<file path="config.mk">
export PLATFORM = sky130hd
export DESIGN_NAME = lzrw1_input_window
export DESIGN_NICKNAME = d
export VERILOG_FILES = /design/src/rtl/lzrw1_pkg.sv /design/src/rtl/lzrw1_input_window.sv
export SDC_FILE = /design/constraint.sdc
export NUM_CORES = 1
export LEC_CHECK = 0
export ABC_AREA = 1
export BUFFER_PORTS_ARGS = -buffer_cell sky130_fd_sc_hd__buf_2
export CORE_ASPECT_RATIO = 1.75
export CORE_UTILIZATION = 46
export DETAILED_ROUTE_END_ITERATION = 12
export PLACE_DENSITY = 0.72
export REMOVE_ABC_BUFFERS = 1
export SKIP_CTS_REPAIR_TIMING = 1
export SLEW_MARGIN = 20
export SYNTH_ARGS = -nofsm -noshare
export SYNTH_HDL_FRONTEND = slang
export SYNTH_SLANG_ARGS = --single-unit
</file>
<file path="constraint.sdc">
create_clock -name clock -period 2 [get_ports clock]
set_input_delay 0.2 -clock clock [delete_from_list [all_inputs] [get_ports clock]]
set_output_delay 0.2 -clock clock [all_outputs]
set_load 0.05 [all_outputs]
</file>
<file path="src/rtl/lzrw1_pkg.sv">
// Shared types for the LZRW1 compressor front end: window depth, byte type
// and the input-window state encoding.
package lzrw1_pkg;
  localparam int WINDOW = 16;

  typedef logic [7:0] byte_t;

  typedef enum logic [1:0] {FILL, RUN, DRAIN, DONE} window_state_t;
endpackage

</file>
<file path="src/rtl/lzrw1_input_window.sv">
// Byte-stream to 16-byte sliding lookahead window for the LZRW1 compressor.
// Slides one byte per pop; drains with zero padding after the last byte.
module lzrw1_input_window
  import lzrw1_pkg::*;
#(
  parameter int MAX_LEN = 4096
) (
  input  logic                           clock,
  input  logic                           reset,
  input  byte_t                          in_byte,
  input  logic                           in_valid,
  input  logic                           in_last,
  output logic                           in_ready,
  input  logic                           win_ready,
  output logic [WINDOW-1:0][7:0]         cur_byte,
  output logic                           win_valid,
  output logic [4:0]                     valid_count,
  output logic [$clog2(MAX_LEN):0]       byte_count,
  output logic                           done
);

  localparam int BCW = $clog2(MAX_LEN) + 1;
  localparam int IW  = $clog2(WINDOW);

  window_state_t          r_state;
  logic [WINDOW-1:0][7:0] r_win;
  logic [4:0]             r_occ;
  logic [BCW-1:0]         r_bcnt;
  logic                   r_done;

  logic [WINDOW-1:0][7:0] w_win_nxt;
  logic [4:0]             w_occ_nxt;
  logic [IW-1:0]          w_wr_idx;
  logic                   w_acc;
  logic                   w_pop;
  logic                   w_last;

  assign win_valid = (r_state == RUN   && r_occ == 5'(WINDOW)) ||
                     (r_state == DRAIN && r_occ != 5'd0);
  assign w_pop     = win_valid && win_ready;
  // Gated by reset so upstream never sees a handshake while we are held in reset.
  assign in_ready  = reset && (r_state == FILL || r_state == RUN) &&
                     (r_occ < 5'(WINDOW) || w_pop);
  assign w_acc     = in_valid && in_ready;
  // Accepting byte MAX_LEN terminates the stream even without in_last.
  assign w_last    = in_last || (r_bcnt == BCW'(MAX_LEN - 1));
  assign w_wr_idx  = w_pop ? IW'(r_occ - 5'd1) : IW'(r_occ);

  always_comb begin
    w_win_nxt = r_win;
    if (w_pop) w_win_nxt = {8'h00, r_win[WINDOW-1:1]};
    if (w_acc) w_win_nxt[w_wr_idx] = in_byte;
  end

  always_comb begin
    w_occ_nxt = r_occ;
    if (w_acc && !w_pop)      w_occ_nxt = r_occ + 5'd1;
    else if (!w_acc && w_pop) w_occ_nxt = r_occ - 5'd1;
  end

  always_ff @(posedge clock or negedge reset) begin
    if (!reset) begin
      r_state <= FILL;
      r_win   <= '0;
      r_occ   <= '0;
      r_bcnt  <= '0;
      r_done  <= 1'b0;
    end else begin
      r_win <= w_win_nxt;
      r_occ <= w_occ_nxt;
      if (w_acc && r_bcnt != BCW'(MAX_LEN)) r_bcnt <= r_bcnt + 1'b1;
      case (r_state)
        FILL, RUN: begin
          if (w_acc && w_last)
            r_state <= DRAIN;
          else if (r_state == FILL && w_occ_nxt == 5'(WINDOW))
            r_state <= RUN;
        end
        DRAIN: begin
          if (w_pop && r_occ == 5'd1) begin
            r_state <= DONE;
            r_done  <= 1'b1;
          end
        end
        default: r_state <= DONE;
      endcase
    end
  end

  assign cur_byte    = r_win;
  assign valid_count = r_occ;
  assign byte_count  = r_bcnt;
  assign done        = r_done;

endmodule

</file>
==> results of run 1 <==
==> layer usage <==
layer / vias to the layer above / GRT usage
met5: - / 0
met2: 249 / 0.461
met4: 0 / 0.0780
li1: 3442 / -
met1: 3378 / 0.284
met3: 44 / 0.0500
==> stage by stage <==
step | hold WS [ns] | worst slack (ns) | total power (W)
2_1_floorplan | -0.0956 | -5.19 | 0.0102
3_3_place_gp | 0.439 | -0.124 | 0.0122
3_5_place_dp | 0.440 | -0.200 | 0.0123
4_1_cts | -0.00410 | -0.271 | 0.0154
5_1_grt | -0.0174 | -0.320 | 0.0168
6_report | -0.0814 | -0.232 | 0.0159
==> layout by cell type (no fill, tap or decap), types with 3 or more instances in the layout <==
cell,instances
buf_12,8
buf_2,159
buf_4,46
buf_6,19
buf_8,3
clkbuf_16,18
clkbuf_8,4
clkinv_2,4
clkinvlp_4,4
dfrtp_1,149
ha_1,5
inv_1,83
inv_2,7
inv_6,3
nand2_1,276
nand2_2,19
nand2_4,3
nand3_1,27
nand3_2,7
nand3_4,6
nand4_1,3
nor2_1,13
nor2_2,3
nor2_4,6
nor3_1,5
o21ai_0,205
o21ai_1,30
o21ai_2,8
xnor2_1,3
xor2_1,12
==> final cells by class <==
class | count | area share
multi-input cells | 647 | 0.339
well taps | 186 | 0.0239
inverters | 92 | 0.0358
flip-flops and latches | 149 | 0.382
clock inverters | 10 | 0.00731
repair buffers | 236 | 0.162
clock buffers | 21 | 0.0492
==> where the power goes <==
group | internal [W] | switching, W
logic | 0.00215 | 0.00599
clock network | 0.00172 | 0.00129
registers | 0.00402 | 0.000768
total | 0.00788 | 0.00805
==> state kept, by name (all words and copies together) (netlist names) <==
name and count:
byte_count 13, cur_byte 128, done 1, r_state 2, valid_count 5
==> cells by family (layout without fill, tap and decap cells) <==
logic type	Yosys count	after routing	share of synthesized area
buffers and inverters	146	359	0.0794
and+or+nand+nor	373	374	0.206
adders and majority gates	6	6	0.0103
AOI/OAI and AO/OA	250	250	0.174
xor gates and xnor gates	17	17	0.0204
DFF	149	149	0.510
==> critical path: stages, from the launching register on <==
cell and delay, ns:
dfrtp_1 0.40, inv_2 0.10, ha_4 0.16, nand3_2 0.09, nand2_4 0.11, nand3_4 0.10, buf_6 0.13, o21ai_4 0.20
inv_2 0.08, nor3_4 0.26, nand2_1 0.11, buf_6 0.17, nand2_1 0.06, o21ai_0 0.10
==> worst paths after layout <==
path / to / cells after the start / start / slack (ns)
hold reg to reg: done / 2 / done / 0.48
max in group asynchronous: cur_byte[103] / 2 / reset / 1.45
setup / recovery: cur_byte[3] / 13 / valid_count[1] / -0.23
min in group clock: cur_byte[119] / 3 / in_byte[7] / 0.08
setup reg to reg: cur_byte[3] / 13 / valid_count[1] / -0.23
hold / removal: cur_byte[118] / 2 / reset / -0.08
==> flow_summary.toml, run 1 <==
[status]
outcome = "complete, but fails checks"
violations = "hold timing, setup timing"

[placed_design]
gp_congestion = 0.815
numPlacedInstances = 1294
placed_area_um2 = 8650
port_buffers = 161
place_hpwl_um = 13600

[clocking]
cts_sinks = 149
clk_latency_ns = 0.41
clock_tree.buffer_depth = 2
root_buffer = "clkbuf_16"
numCtsBuffers = 17
cts_max_level = 4
cts_tree = "built"
path_clk_slew_ns = 0.06

[global_route]
grt_pass1_vias = 6507
grt_pass1_wl_um = 32400
track_usage = 0.248
antenna_found_initial = 0
grt_max_degree = 150
gr-total-overflow = 0

[timing]
worst_hold_slack_ns = -0.0814
rsz0062_at_grt = "true"
final.min_clock_period_ns = 2.23
finalCritPeriodShare = 1.12
drv_slew = 0
fin_ws_ns = -0.232
worst_pin_slew_ns = 0.837
max_freq_mhz = 448
finalHoldViolCount = 70
skew_ns = 0.0104
relSlewSlack = 0.442
setup_tns_ns = -21.11
setup_viol = 133

[yosys]
ys_seq_elements = 149
synth_common_cells = "nand2_1 (298), o21ai_0 (235), dfrtp_1 (149)"
synth_warnings = 0
synthArstFlopShare = 1.00
yosysMostFrequentCell = "nand2_1"
synth_seq_area_share = 0.510
avgSynthCellArea_um2 = 7.77
synth.top_cells.by_area = "dfrtp_1 (51%), o21ai_0 (16%), nand2_1 (15%)"
synth_edf_count = 0
syn_inst = 941
syn-cell-area_um2 = 7310
yosysUniqueCellTypes = 27
synth_top_area_frac = 0.510
synthFlopType = "dfrtp_1"
yosys.area.top_type = "dfrtp_1"

[route]
wl_met2_um = 12200
wl_met1_um = 8120
drtPass1Iterations = 5
first_iter_violations = 448
routed_wl_um = 22000
drt-wirelength-per-cell_um = 16.4
viasPerCell = 5.30
top_layer_used = "met4"
drc_errors = 0
route.vias.total = 7113
met3WireLength_um = 1020
drtAntennaViolNets = 0

[critical_path]
startpoint_type = "flop"
worstPathArrival_ns = 2.49
critPathKind = "flop to flop"
worstPathMaxFanout = 16
crit_path_end_kind = "flop"
cp.required_ns = 2.26

[floorplanning]
die_w_um = 97.3
initial_core_util = 0.473
die_height_um = 169
core.rowCount = 60
die_area_um2 = 16400
coreArea_um2 = 15500
ios = 162

[finish]
stdcell_area_um2 = 9760
drive_gt1_frac = 0.292
nets = 1162
syn2layout_area_growth_pct = 33.4
multi_input_area_um2 = 3310
regArea_um2 = 3730
final-instance-count-excl-fill = 1341
n_fill_cell = 1323
fin_util = 0.631
diodes = 0

[hold_path]
hp-class = "primary input to asynchronous set/reset pin"

[power_and_ir_drop]
static-leakage-power_nw = 4.92
peakVddDrop_uv = 855
powerDensity_nw_per_um2 = 1630

[flow_run]
maxCapViolCount = 0
(Power assumes the default switching activity.)
==> inputs of run 2 (changes only) <==
--- a/config.mk
+++ b/config.mk
@@ -5,7 +5,6 @@
 export SDC_FILE = /design/constraint.sdc
 export NUM_CORES = 1
 export LEC_CHECK = 0
-export ABC_AREA = 1
 export BUFFER_PORTS_ARGS = -buffer_cell sky130_fd_sc_hd__buf_2
 export CORE_ASPECT_RATIO = 1.75
 export CORE_UTILIZATION = 46
==> run 2 against run 1 <==
Net effect: the run ends with setup timing left; critical path type unchanged; count of clock-buffer cells in the layout is 4 lower; maximum frequency shrank 11%; via count fell by 15%; synthesized area is 4.3% higher.
==> flow_summary.toml, run 2 <==
[route]
drtAntennaViolNets = 0
drtPass1Iterations = 4
drt-wirelength-per-cell_um = 20.5
first_iter_violations = 300
viasPerCell = 5.70
routed_wl_um = 21700
drc_errors = 0
route.vias.total = 6026

[placed_design]
place_hpwl_um = 14400
placed_area_um2 = 9280
port_buffers = 161
numPlacedInstances = 997
gp_congestion = 0.940

[critical_path]
worstPathMaxFanout = 7
critPathSlowestCell = "dfrtp_1"
path_cells = "inv_2 -> ha_4 -> nor3b_2 -> buf_4 -> buf_4 -> o2111a_2 -> nand4b_1 -> buf_6 -> a211oi_4 -> buf_6 -> mux2i_1"
crit_cells = 11
critPathKind = "flop to flop"
cp_top_family = "buffers and inverters"
reg2reg_from = "valid_count[1]"
slowest_delay_ns = 0.40
worstPathArrival_ns = 2.83
crit_start = "valid_count[1]"
cp.required_ns = 2.33
path_buf_inv = 5
reg2regPathDepth = 11
crit_path_end_kind = "flop"
startpoint_type = "flop"

[finish]
diodes = 0
n_fill_cell = 1156
drive_gt1_frac = 0.412
multi_input_area_um2 = 4020
final-instance-count-excl-fill = 1057
nets = 875
layout.cells.most_common_list = "mux2i_1 (242), buf_2 (158), dfrtp_1 (149), buf_4 (62), clkbuf_16 (21)"
mostFrequentLayoutCell = "mux2i_1"
regArea_um2 = 3730
syn2layout_area_growth_pct = 39.5
largest_reg_flops = 128
stdcell_area_um2 = 10600

[clocking]
cts_max_level = 4
clock_tree.buffer_depth = 2
clk_latency_ns = 0.42
root_buffer = "clkbuf_16"
cts_sinks = 149
path_clk_slew_ns = 0.06
numCtsBuffers = 17
cts_tree = "built"

[power_and_ir_drop]
static-leakage-power_nw = 6.16
peakVddDrop_uv = 873
p_total_w = 0.0170
powerDensity_nw_per_um2 = 1600

[status]
outcome = "complete, but fails checks"
violations = "setup timing"

[yosys]
yosysUniqueCellTypes = 62
synth_edf_count = 0
synthFlopType = "dfrtp_1"
syn-cell-area_um2 = 7630
synthArstFlopShare = 1.00
ys_seq_elements = 149
syn_inst = 608
synth_top_area_frac = 0.489
yosysMostFrequentCell = "mux2i_1"
avgSynthCellArea_um2 = 12.5
yosys.area.top_type = "dfrtp_1"
synth_common_cells = "mux2i_1 (249), dfrtp_1 (149), buf_2 (19)"
synth_warnings = 0
synth.top_cells.by_area = "dfrtp_1 (49%), mux2i_1 (33%), xnor2_1 (1.8%)"
synth_seq_area_share = 0.489

[floorplanning]
die_area_um2 = 17100
die_height_um = 172
ios = 162
coreArea_um2 = 16000
initial_core_util = 0.476
core.rowCount = 61
die_w_um = 99.3

[timing]
finalCritPeriodShare = 1.25
finalHoldViolCount = 0
max_freq_mhz = 401
fin_ws_ns = -0.497
worst_pin_slew_ns = 0.808
final.min_clock_period_ns = 2.50
drv_slew = 0
worst_hold_slack_ns = 0.196
skew_ns = 0.0101
setup_tns_ns = -55.49
relSlewSlack = 0.454
setup_viol = 146
rsz0062_at_grt = "true"

[global_route]
grt_pass1_wl_um = 30800
grt_max_degree = 80
track_usage = 0.232
antenna_found_initial = 0
grt_pass1_vias = 5869
gr-total-overflow = 0

[flow_run]
maxCapViolCount = 0

[hold_path]
hp-class = "primary input to flop"
hold-path-cell-count = 4
hold_start = "in_last"
-- run 2: changes by cell type in the layout (fill, tap and decap cells not counted), sizes merged, moves of 7 or more --
cell | previous run | this run
a21oi | 4 | 11
buf | 235 | 260
inv | 94 | 23
mux2i | 0 | 249
nand2 | 298 | 18
nand3 | 40 | 11
nor2 | 22 | 7
o21ai | 244 | 13
xnor2 | 4 | 16
xor2 | 13 | 2
-- run 2: routing by layer --
layer / share of wire / track usage
met1: 0.39 / 0.263
met2: 0.54 / 0.415
met3: 0.035 / 0.0404
met4: 0.033 / 0.116
met5: 0 / 0
-- run 2: final cells by class --
cell class	instances	area share
clock inverters	14	0.0153
repair buffers	265	0.189
well taps	189	0.0222
clock buffers	17	0.0400
flip-flops and latches	149	0.350
inverters	15	0.00529
multi-input cells	408	0.378
-- run 2: cells by family (layout without fill, tap and decap cells) --
family,Yosys count,count (layout),share of synthesized area
xor gates and xnor gates,18,18,0.0217
muxes,250,250,0.328
DFF,149,149,0.489
AOI/OAI and AO/OA,52,52,0.0595
buffers and inverters,52,311,0.0292
adders and majority gates,6,6,0.00984
and+or+nand+nor,81,82,0.0627
-- run 2: worst reg2reg max path, delay by kind of cell, from the launching register on --
family | cells | cell delay, ns
multiplexers | 1 | 0.19
buffers and inverters | 5 | 0.69
flip-flops | 1 | 0.40
AND/OR/NAND/NOR | 2 | 0.35
AO/OA/AOI/OAI | 2 | 0.63
adder cells (fa/ha/maj) | 1 | 0.14
-- run 2: final timing paths --
kind / end / slack (ns)
min in group asynchronous: valid_count[4] / 0.33
min reg2reg: done / 0.46
min: r_state[1] / 0.20
max reg2reg: cur_byte[50] / -0.50
max in group asynchronous: cur_byte[81] / 0.62
max: cur_byte[50] / -0.50
-- run 2: metrics by stage --
stage	utilization	setup WS [ns]
global route	0.664	-0.567
CTS	0.616	-0.600
global placement	0.579	-0.452
finish	0.664	-0.497
detailed placement	0.579	-0.591
floorplan	-	-6.51
-- run 2: power by group --
part | switching (W) | leakage, nW | internal [W]
Clock | 0.00141 | 0.285 | 0.00177
Combinational | 0.00608 | 3.86 | 0.00288
Sequential | 0.000873 | 2.01 | 0.00397
Total | 0.00836 | 6.16 | 0.00862
==> inputs of run 3 (changes only) <==
--- a/config.mk
+++ b/config.mk
@@ -11,6 +11,7 @@
 export DETAILED_ROUTE_END_ITERATION = 12
 export PLACE_DENSITY = 0.72
 export REMOVE_ABC_BUFFERS = 1
+export SETUP_SLACK_MARGIN = 0.02
 export SKIP_CTS_REPAIR_TIMING = 1
 export SLEW_MARGIN = 20
 export SYNTH_ARGS = -nofsm -noshare
==> run 3 against run 2 <==
Net effect: the run still ends with setup timing left; combinational power hardly changed; die area stayed put; cell count stayed put; critical path depth stayed put; maximum frequency is 0.27% higher; global-route usage stayed put; non-clock buffer count stayed put; highest routed layer unchanged; sequential power hardly changed.
==> flow_summary.toml, run 3 (synthesis gave the netlist of run 2 again) <==
[hold_path]
hp-class = "primary input to flop"
hold_start = "in_last"

[route]
drtAntennaViolNets = 0
first_iter_violations = 285
drtPass1Iterations = 4
routed_wl_um = 21700
viasPerCell = 5.68
drc_errors = 0
drt-wirelength-per-cell_um = 20.5
route.vias.total = 6003

[power_and_ir_drop]
static-leakage-power_nw = 6.16
powerDensity_nw_per_um2 = 1600
peakVddDrop_uv = 873

[global_route]
track_usage = 0.232
antenna_found_initial = 0
grt_pass1_vias = 5869
grt_pass1_wl_um = 30800
gr-total-overflow = 0
grt_max_degree = 80

[critical_path]
worstPathArrival_ns = 2.82
startpoint_type = "flop"
crit_path_end_kind = "flop"
reg2reg_from = "valid_count[1]"
critPathKind = "flop to flop"
worstPathMaxFanout = 7
crit_start = "valid_count[1]"
cp.required_ns = 2.33

[finish]
final-instance-count-excl-fill = 1057
largest_reg_flops = 128
mostFrequentLayoutCell = "mux2i_1"
drive_gt1_frac = 0.412
n_fill_cell = 1156
layout.cells.most_common_list = "mux2i_1 (242), buf_2 (158), dfrtp_1 (149), buf_4 (62), clkbuf_16 (21)"
syn2layout_area_growth_pct = 39.5
nets = 875
diodes = 0

[clocking]
cts_tree = "built"
path_clk_slew_ns = 0.06
numCtsBuffers = 17
root_buffer = "clkbuf_16"
cts_max_level = 4
clock_tree.buffer_depth = 2
clk_latency_ns = 0.42
cts_sinks = 149

[timing]
final.min_clock_period_ns = 2.49
relSlewSlack = 0.454
max_freq_mhz = 402
finalHoldViolCount = 0
worst_hold_slack_ns = 0.197
setup_viol = 145
rsz0062_at_grt = "true"
fin_ws_ns = -0.490
worst_pin_slew_ns = 0.807
skew_ns = 0.0109
drv_slew = 0
finalCritPeriodShare = 1.25

[placed_design]
port_buffers = 161
place_hpwl_um = 14400
gp_congestion = 0.940
numPlacedInstances = 997

[floorplanning]
die_height_um = 172
ios = 162
initial_core_util = 0.476
die_w_um = 99.3
coreArea_um2 = 16000
core.rowCount = 61
die_area_um2 = 17100

[status]
violations = "setup timing"
outcome = "complete, but fails checks"

[flow_run]
maxCapViolCount = 0
## run 3: routing by layer
| layer | wire [um] | vias to the layer above | part of all wire | GRT usage |
|---|---|---|---|---|
| met4 | 775 | 0 | 0.036 | 0.116 |
| met5 | 0 | - | 0 | 0 |
| met2 | 11600 | 183 | 0.54 | 0.415 |
| met3 | 699 | 48 | 0.032 | 0.0404 |
| li1 | - | 2723 | - | - |
| met1 | 8610 | 3049 | 0.40 | 0.263 |
## run 3: worst max-delay path: stages (launching register included)
cell      delay [ns]
dfrtp_1         0.40
inv_2           0.09
ha_4            0.14
nor3b_2         0.15
buf_4           0.15
buf_4           0.10
o2111a_2        0.33
nand4b_1        0.20
buf_6           0.18
a211oi_4        0.30
buf_6           0.17
mux2i_1         0.19
## run 3: area by class of cell
| type | instances | area (um^2) | share of cell area |
|---|---|---|---|
| Multi-Input combinational cell | 408 | 4020 | 0.378 |
| Clock buffer | 17 | 425 | 0.0400 |
| Clock inverter | 14 | 163 | 0.0153 |
| Inverter | 15 | 56.3 | 0.00529 |
| Timing Repair Buffer | 265 | 2010 | 0.189 |
| Sequential cell | 149 | 3730 | 0.350 |
| Tap cell | 189 | 236 | 0.0222 |
## run 3: final timing paths
path	to	slack, ns	cells after the start
max	cur_byte[50]	-0.49	11
min reg2reg	done	0.46	1
max reg2reg	cur_byte[50]	-0.49	11
max in group asynchronous	cur_byte[81]	0.62	5
min	r_state[1]	0.20	4
min in group asynchronous	cur_byte[98]	0.33	3
## run 3: report_power, final
part,switching (W),internal [W]
Clock,0.00141,0.00177
Sequential,0.000874,0.00397
Combinational,0.00608,0.00288
Total,0.00836,0.00862
## run 3: stage by stage
step           total power [W]  utilization  area [um^2]  TNS (ns)  setup slack [ns]
3_5_place_dp            0.0129        0.579         9280    -60.80            -0.591
3_3_place_gp            0.0127        0.579         9280    -54.00            -0.452
4_1_cts                 0.0161        0.616         9870    -65.54            -0.600
2_1_floorplan          0.00999            -         7460   -809.08             -6.51
5_1_grt                 0.0176        0.664        10600    -64.84            -0.567
6_report                0.0170        0.664        10600    -54.76            -0.490
